===== src/rtl/dac_transmitter.sv =====
// dac_transmitter
//   Buffers 16-bit samples from an AXI-Stream slave into a small synchronous
//   FIFO and plays them out to a DAC at a programmable rate. Playback starts
//   once PREFILL words are buffered, or once the whole packet has arrived if
//   it is shorter than that. In test mode the FIFO is bypassed and a ramp
//   0,1,2,... is played instead.
//
//   Ports
//     ACLK, ARESETN         clock (rising edge), async active-low reset
//     s00_axis_*            sample stream in (tkeep ignored, tlast checked)
//     dac_data, dac_strobe  registered sample and its one-cycle update pulse
//     dsize, rate, test     packet length, cycles per sample, ramp mode;
//                           all captured when a packet is started
//     start                 level request, honoured only while idle
//     sr_pc                 high while idle (previous packet complete)
//     sr_err                sticky underrun / tlast-mismatch flag
module dac_transmitter #(
  parameter int FIFO_DEPTH = 16,
  parameter int PREFILL    = 8
) (
  input  logic        ACLK,
  input  logic        ARESETN,
  input  logic [15:0] s00_axis_tdata,
  input  logic        s00_axis_tvalid,
  output logic        s00_axis_tready,
  input  logic [1:0]  s00_axis_tkeep,
  input  logic        s00_axis_tlast,
  output logic [15:0] dac_data,
  output logic        dac_strobe,
  input  logic [31:0] dsize,
  input  logic [15:0] rate,
  input  logic        test,
  input  logic        start,
  output logic        sr_pc,
  output logic        sr_err
);

  localparam int AW = $clog2(FIFO_DEPTH);
  localparam logic [AW:0] DEPTH_CNT   = (AW+1)'(FIFO_DEPTH);
  localparam logic [AW:0] PREFILL_CNT = (AW+1)'(PREFILL);

  typedef enum logic [1:0] {S_IDLE, S_FILL, S_RUN, S_DONE} state_t;

  state_t        state_q, state_d;
  logic [31:0]   rem_out_q, rem_out_d;
  logic [31:0]   rem_in_q, rem_in_d;
  logic [15:0]   dsize_lo_q, dsize_lo_d;
  logic [15:0]   rate_q, rate_d;
  logic          test_q, test_d;
  logic [15:0]   rate_cnt_q, rate_cnt_d;
  logic [15:0]   dac_data_q, dac_data_d;
  logic          dac_strobe_q, dac_strobe_d;
  logic          sr_err_q, sr_err_d;
  logic          sr_pc_q, sr_pc_d;
  logic [AW-1:0] wr_ptr_q, wr_ptr_d;
  logic [AW-1:0] rd_ptr_q, rd_ptr_d;
  logic [AW:0]   count_q, count_d;

  logic [15:0]   fifo_mem [FIFO_DEPTH];

  logic          fifo_full;
  logic          fifo_empty;
  logic          tready;
  logic          xfer;
  logic          tick;
  logic          pop;
  logic          unused_tkeep;

  assign unused_tkeep = ^s00_axis_tkeep;

  assign fifo_full  = (count_q == DEPTH_CNT);
  assign fifo_empty = (count_q == '0);

  // Only sample-stream mode consumes input, and never beyond the packet
  // length, so stray words after the packet stay upstream.
  assign tready = ((state_q == S_FILL) || (state_q == S_RUN)) && !test_q &&
                  (rem_in_q != 32'd0) && !fifo_full;
  assign xfer   = s00_axis_tvalid && tready;

  // The rate counter is zero on RUN entry, so the first tick lands in the
  // first RUN cycle.
  assign tick = (state_q == S_RUN) && (rate_cnt_q == 16'd0);
  assign pop  = tick && !test_q && !fifo_empty;

  always_comb begin
    state_d      = state_q;
    rem_out_d    = rem_out_q;
    rem_in_d     = rem_in_q;
    dsize_lo_d   = dsize_lo_q;
    rate_d       = rate_q;
    test_d       = test_q;
    rate_cnt_d   = rate_cnt_q;
    dac_data_d   = dac_data_q;
    dac_strobe_d = 1'b0;
    sr_err_d     = sr_err_q;
    wr_ptr_d     = wr_ptr_q;
    rd_ptr_d     = rd_ptr_q;
    count_d      = count_q;

    case (state_q)
      S_IDLE: begin
        if (start && (dsize != 32'd0)) begin
          state_d    = S_FILL;
          rem_out_d  = dsize;
          rem_in_d   = dsize;
          dsize_lo_d = dsize[15:0];
          rate_d     = (rate == 16'd0) ? 16'd1 : rate;
          test_d     = test;
          rate_cnt_d = 16'd0;
          sr_err_d   = 1'b0;
        end
      end

      S_FILL: begin
        rate_cnt_d = 16'd0;
        if (test_q || (count_q >= PREFILL_CNT) || (rem_in_q == 32'd0)) begin
          state_d = S_RUN;
        end
      end

      S_RUN: begin
        if (tick) begin
          rate_cnt_d   = rate_q - 16'd1;
          dac_strobe_d = 1'b1;
          rem_out_d    = rem_out_q - 32'd1;
          if (test_q) begin
            // Ramp index equals the number of samples already played.
            dac_data_d = dsize_lo_q - rem_out_q[15:0];
          end else if (!fifo_empty) begin
            dac_data_d = fifo_mem[rd_ptr_q];
          end else begin
            // Underrun: keep the old sample but still honour the timing.
            sr_err_d = 1'b1;
          end
          if (rem_out_q == 32'd1) begin
            state_d = S_DONE;
          end
        end else begin
          rate_cnt_d = rate_cnt_q - 16'd1;
        end
      end

      S_DONE: begin
        state_d = S_IDLE;
      end

      default: begin
        state_d = S_IDLE;
      end
    endcase

    if (xfer) begin
      rem_in_d = rem_in_q - 32'd1;
      // tlast must mark exactly the final word of the packet.
      if (s00_axis_tlast != (rem_in_q == 32'd1)) begin
        sr_err_d = 1'b1;
      end
      wr_ptr_d = wr_ptr_q + AW'(1);
    end

    if (pop) begin
      rd_ptr_d = rd_ptr_q + AW'(1);
    end

    case ({xfer, pop})
      2'b10:   count_d = count_q + (AW+1)'(1);
      2'b01:   count_d = count_q - (AW+1)'(1);
      default: count_d = count_q;
    endcase

    // Anything left over (e.g. words that arrived after an underrun) is
    // discarded when the packet finishes.
    if (state_q == S_DONE) begin
      wr_ptr_d = '0;
      rd_ptr_d = '0;
      count_d  = '0;
    end
  end

  assign sr_pc_d = (state_d == S_IDLE);

  always_ff @(posedge ACLK or negedge ARESETN) begin
    if (!ARESETN) begin
      state_q      <= S_IDLE;
      rem_out_q    <= 32'd0;
      rem_in_q     <= 32'd0;
      dsize_lo_q   <= 16'd0;
      rate_q       <= 16'd0;
      test_q       <= 1'b0;
      rate_cnt_q   <= 16'd0;
      dac_data_q   <= 16'd0;
      dac_strobe_q <= 1'b0;
      sr_err_q     <= 1'b0;
      sr_pc_q      <= 1'b1;
      wr_ptr_q     <= '0;
      rd_ptr_q     <= '0;
      count_q      <= '0;
    end else begin
      state_q      <= state_d;
      rem_out_q    <= rem_out_d;
      rem_in_q     <= rem_in_d;
      dsize_lo_q   <= dsize_lo_d;
      rate_q       <= rate_d;
      test_q       <= test_d;
      rate_cnt_q   <= rate_cnt_d;
      dac_data_q   <= dac_data_d;
      dac_strobe_q <= dac_strobe_d;
      sr_err_q     <= sr_err_d;
      sr_pc_q      <= sr_pc_d;
      wr_ptr_q     <= wr_ptr_d;
      rd_ptr_q     <= rd_ptr_d;
      count_q      <= count_d;
    end
  end

  // Sample storage needs no reset; validity is tracked by count_q.
  always_ff @(posedge ACLK) begin
    if (xfer) begin
      fifo_mem[wr_ptr_q] <= s00_axis_tdata;
    end
  end

  assign s00_axis_tready = tready;
  assign dac_data        = dac_data_q;
  assign dac_strobe      = dac_strobe_q;
  assign sr_pc           = sr_pc_q;
  assign sr_err          = sr_err_q;

endmodule


===== config.mk =====
export PLATFORM = sky130hd
export DESIGN_NAME = dac_transmitter
export DESIGN_NICKNAME = d
export VERILOG_FILES = /design/src/rtl/dac_transmitter.sv
export SDC_FILE = /design/constraint.sdc
export NUM_CORES = 1
export LEC_CHECK = 0
export ABC_AREA = 1
export BUFFER_PORTS_ARGS = -buffer_cell sky130_fd_sc_hd__buf_2
export CORE_MARGIN = 5
export CORE_UTILIZATION = 58
export CTS_BUF_LIST = sky130_fd_sc_hd__clkbuf_4
export DETAILED_ROUTE_END_ITERATION = 10
export MAX_ROUTING_LAYER = met4
export PLACE_DENSITY = 0.77
export SYNTH_ARGS = -nofsm -noshare
export SYNTH_HDL_FRONTEND = slang
export SYNTH_SLANG_ARGS = --single-unit

===== constraint.sdc =====
create_clock -name ACLK -period 2.8 [get_ports ACLK]
set_input_delay 0.42 -clock ACLK [delete_from_list [all_inputs] [get_ports ACLK]]
set_output_delay 0.42 -clock ACLK [all_outputs]
set_load 0.03 [all_outputs]

==> parameters.txt <==
Parameter                              Value

Worst setup path
  Sort of element at the start of the critical path ... flop
  Delay of the slowest cell on the worst path ... 0.41 ns
  Number of cells traversed by the worst register-to-register path ... 12
  Cells traversed along the worst timing path ... inv_1 > ha_1 > nand2_2 > nor2_4 > nand2_2 > nor2_4 > a21oi_2 > buf_4
  Master of the slowest instance on the critical path ... dfrtp_1
  Reg-to-reg slack, setup ... 0.26 ns
  Endpoint of the lowest-slack register-to-register path ... fifo_mem[13][9]
  Startpoint of the lowest-slack register-to-register path ... rem_in_q[0]
  Arrival time of the worst setup path ... 2.28 ns
  Kind of end point of the critical path ... primary output
  Worst endpoint required time ... 2.38 ns
  CP max FO ... 4
  Crit path kind ... flop to primary output

Synthesis
  Dominant cell type by area after synthesis ... edfxtp_1
  Post-synthesis instance area ... 0.0196 mm^2
  Synth unique cells ... 57
  Number of standard cells after synthesis ... 2073
  Count of flip-flops with a built-in enable after synthesis ... 256
  Synthesized-area fraction occupied by and/or/nand/nor cells ... 19.0%
  #FFs+latches synth ... 403
  Async set-or-reset flop fraction in the synthesized netlist ... 36.5%
  Synth Flop Type ... edfxtp_1
  Area share of the leading cell type in the synthesized netlist ... 39.2%
  Mux share of post-synthesis cell area ... 0%
  Top area cells in the synthesized netlist ... edfxtp_1 (39%), dfrtp_1 (19%), nand2_1 (7.4%)
  Synth Area per Inst ... 9.45 um^2
  Share of the yosys chip area belonging to registers ... 58.0%
  Complex-gate fraction of the synthesized area ... 13.4%
  Post-synthesis share of cell area spent on full adders, half adders and majority gates ... 2.15%
  Count of warnings emitted by yosys ... 0
  Combinational family with the most area after synthesis ... simple AND/OR/NAND/NOR gates
  XOR/XNOR share of the synthesized area ... 1.83%
  Post-Syn Nets ... 2178

Clocking
  CTS tree ... done
  CTS root buf ... clkbuf_4
  H-tree depth reported by CTS ... 3
  CTS buffer count ... 101
  Insertion delay of the later-clocked pin in the worst-skew pair ... 0.83 ns
  Clock input transition at the sequential cells of the worst setup and hold paths ... 0.07 ns
  Number of sinks handled by clock tree synthesis ... 403
  Clk buf depth ... 3

Floorplanning
  Initial standard-cell utilization of the core ... 58.6%
  Area of the core region ... 0.0334 mm^2
  Overall die area ... 0.0375 mm^2
  Die extent in x ... 194 um
  Io pins ... 92
  Number of rows created at floorplan ... 67
  Die height ... 194 um

Placed design
  Total half-perimeter wirelength after legalization and detailed placement ... 33000 um
  Total of buffers placed on input and output ports ... 89
  Global placement routability congestion ... 0.934

STA
  Max-slew violation count ... 0
  Unrepaired setup endpoints after global routing ... false
  Final setup violation count ... 0
  Fin crit share ... 96.4%
  Measured slew at the worst slew-check pin ... 0.815 ns
  Hold WS ... 0.0570 ns
  Shortest clock period the worst path allows after layout ... 2.70 ns
  Relative slew slack ... 45.6%
  Final-report hold violation count ... 0
  Achievable clock frequency ... 371 MHz
  Final worst clock skew ... 0.0563 ns
  Setup TNS ... 0 ns

Global route
  First-pass GRT wire length ... 84200 um
  Antenna violations before repair ... 4
  Maximum number of pins on one net before global-route repair ... 129
  Leftover overflow at the end of global routing ... 0
  GRT Util Overall ... 28.8%
  Number of global-route vias before repair ... 16300

Cells and area
  Layout overhead on the synthesized area ... 16.0%
  Core occupancy in the finished layout ... 67.9%
  Net count, final ... 2395
  Proportion of layout cells with a drive suffix above 1 ... 15.9%
  Highest-count cells in the layout ignoring fill and taps ... nand2_1 (387), edfxtp_1 (256), nor2_1 (251), o21ai_0 (250), inv_1 (164)
  Most common cell after layout, fill and taps aside ... nand2_1

Routing
  Met3 routed wirelength ... 4740 um
  DRT antenna net count ... 0
  Final routed wire length divided by cell count ... 18.8 um
  Drc violations ... 0
  Wire length on met2 ... 25300 um
  First-iteration detailed-routing DRC count ... 1496
  Vias per cell ... 5.80
  Detailed-route via count ... 16300
  Total routed wire length on the met1 layer ... 20400 um
  Highest metal layer used by the detailed router ... met4
  Detailed Routing Iterations Pass 1 ... 6
  Final WL ... 53000 um

Hold path
  Class of the tightest hold or removal check ... input pin to flop
  Startpoint of the lowest-slack hold path ... dsize[27]
  Cell depth of the worst min-delay path ... 5
  WHS Endpoint ... rem_out_q[27]

Pwr
  Power density relative to cell area ... 515 mW/mm^2
  Leakage component of the power ... 9.33 nW
  Worst supply voltage drop on vdd ... 0.591 mV

Run
  Number of max-cap violations ... 0

Run status
  Status ... finished clean
[how the worst max path moves through the flow]
stage / startpoint / endpoint / slack [ns]
final: rem_in_q[0] / s00_axis_tready / 0.10
after global placement: dsize[6] / rate_cnt_q[6] / 0.25
after floorplan: rem_in_q[0] / fifo_mem[0][0] / 0.12
after CTS: rem_in_q[0] / s00_axis_tready / 0.02
after detailed placement: state_q[0] / rem_out_q[27] / 0.18
after global routing: rem_in_q[0] / s00_axis_tready / 0.02
[flip-flops by register name, summed over array words and instances, names as in the netlist, 2 cells and up]
signal,flops
fifo_mem,256
rem_in_q,32
rem_out_q,32
dac_data,16
dsize_lo_q,16
rate_cnt_q,16
rate_q,16
count_q,5
rd_ptr_q,4
wr_ptr_q,4
state_q,2
[power breakdown]
group	total, mW	leakage, nW	switching [mW]	internal [mW]
combinational	0.268	4.57	0.163	0.105
sequential	6.33	3.98	0	6.33
clock	5.10	0.775	2.43	2.67
[through the flow]
stage	instance area [um^2]	setup slack, ns	power [mW]	cells
floorplan	19600	0.117	6.47	2073
global placement	20700	0.248	6.65	2571
detailed placement	20700	0.181	6.65	2571
CTS	22700	0.0179	11.8	2813
global route	22700	0.0201	12.2	2819
finish	22700	0.102	11.7	2819
[what timing repair did]
action,4_1_cts,5_1_grt
endpoints found under the hold margin,389,0
endpoints found under the setup margin,1,42
gates resized for setup,2,4
buffers inserted,0,1
pin swaps,0,1
hold buffers,63,0
[metal layers]
layer	global-route usage [%]	vias up
met3	5.54	190
met1	35.2	7668
met2	46.4	808
met4	14.2	0
met5	-	-
li1	-	7674
[critical path, delay by kind of cell, from the launching register on]
kind,cells,cell delay (ns)
adder cells (fa/ha/maj),1,0.22
flip-flops,1,0.41
AO/OA/AOI/OAI,1,0.21
buffers and inverters,2,0.28
AND/OR/NAND/NOR,4,0.35
[cell families (layout without fill, tap and decap cells)]
logic type               count (synthesis)  in the layout
flip-flops                             403            403
buffers and inverters                  274            567
AND/OR/NAND/NOR                        863            863
adder cells (fa/ha/maj)                 33             33
XOR/XNOR                                41             41
other                                    0              5
AO/OA/AOI/OAI                          459            459
[cell usage after synthesis (all sizes together) (2+ instances only)]
master  instances
a221oi          5
dfrtp         146
a31oi           3
o221ai         33
o211ai         30
ha             32
buf            24
edfxtp        256
o21bai          5
nor3b           2
nor4           15
clkinv          3
xnor2           5
o31ai           5
o21ai         271
o22ai          30
nand4          25
clkbuf         63
nor3           19
nor2          286
nand3         114
xor2           36
a211oi          2
a21oi          68
nand2         400
inv           184
[layout make-up]
| cell class | instances | area [um^2] |
|---|---|---|
| well taps | 448 | 561 |
| multi-input cells | 1396 | 7180 |
| diodes | 5 | 12.5 |
| clock inverters | 34 | 229 |
| inverters | 187 | 711 |
| flip-flops and latches | 403 | 11400 |
| clock buffers | 145 | 1090 |
| fillers | 2533 | 10700 |
| repair buffers | 201 | 1570 |
Power figures use the tool's default switching activity.
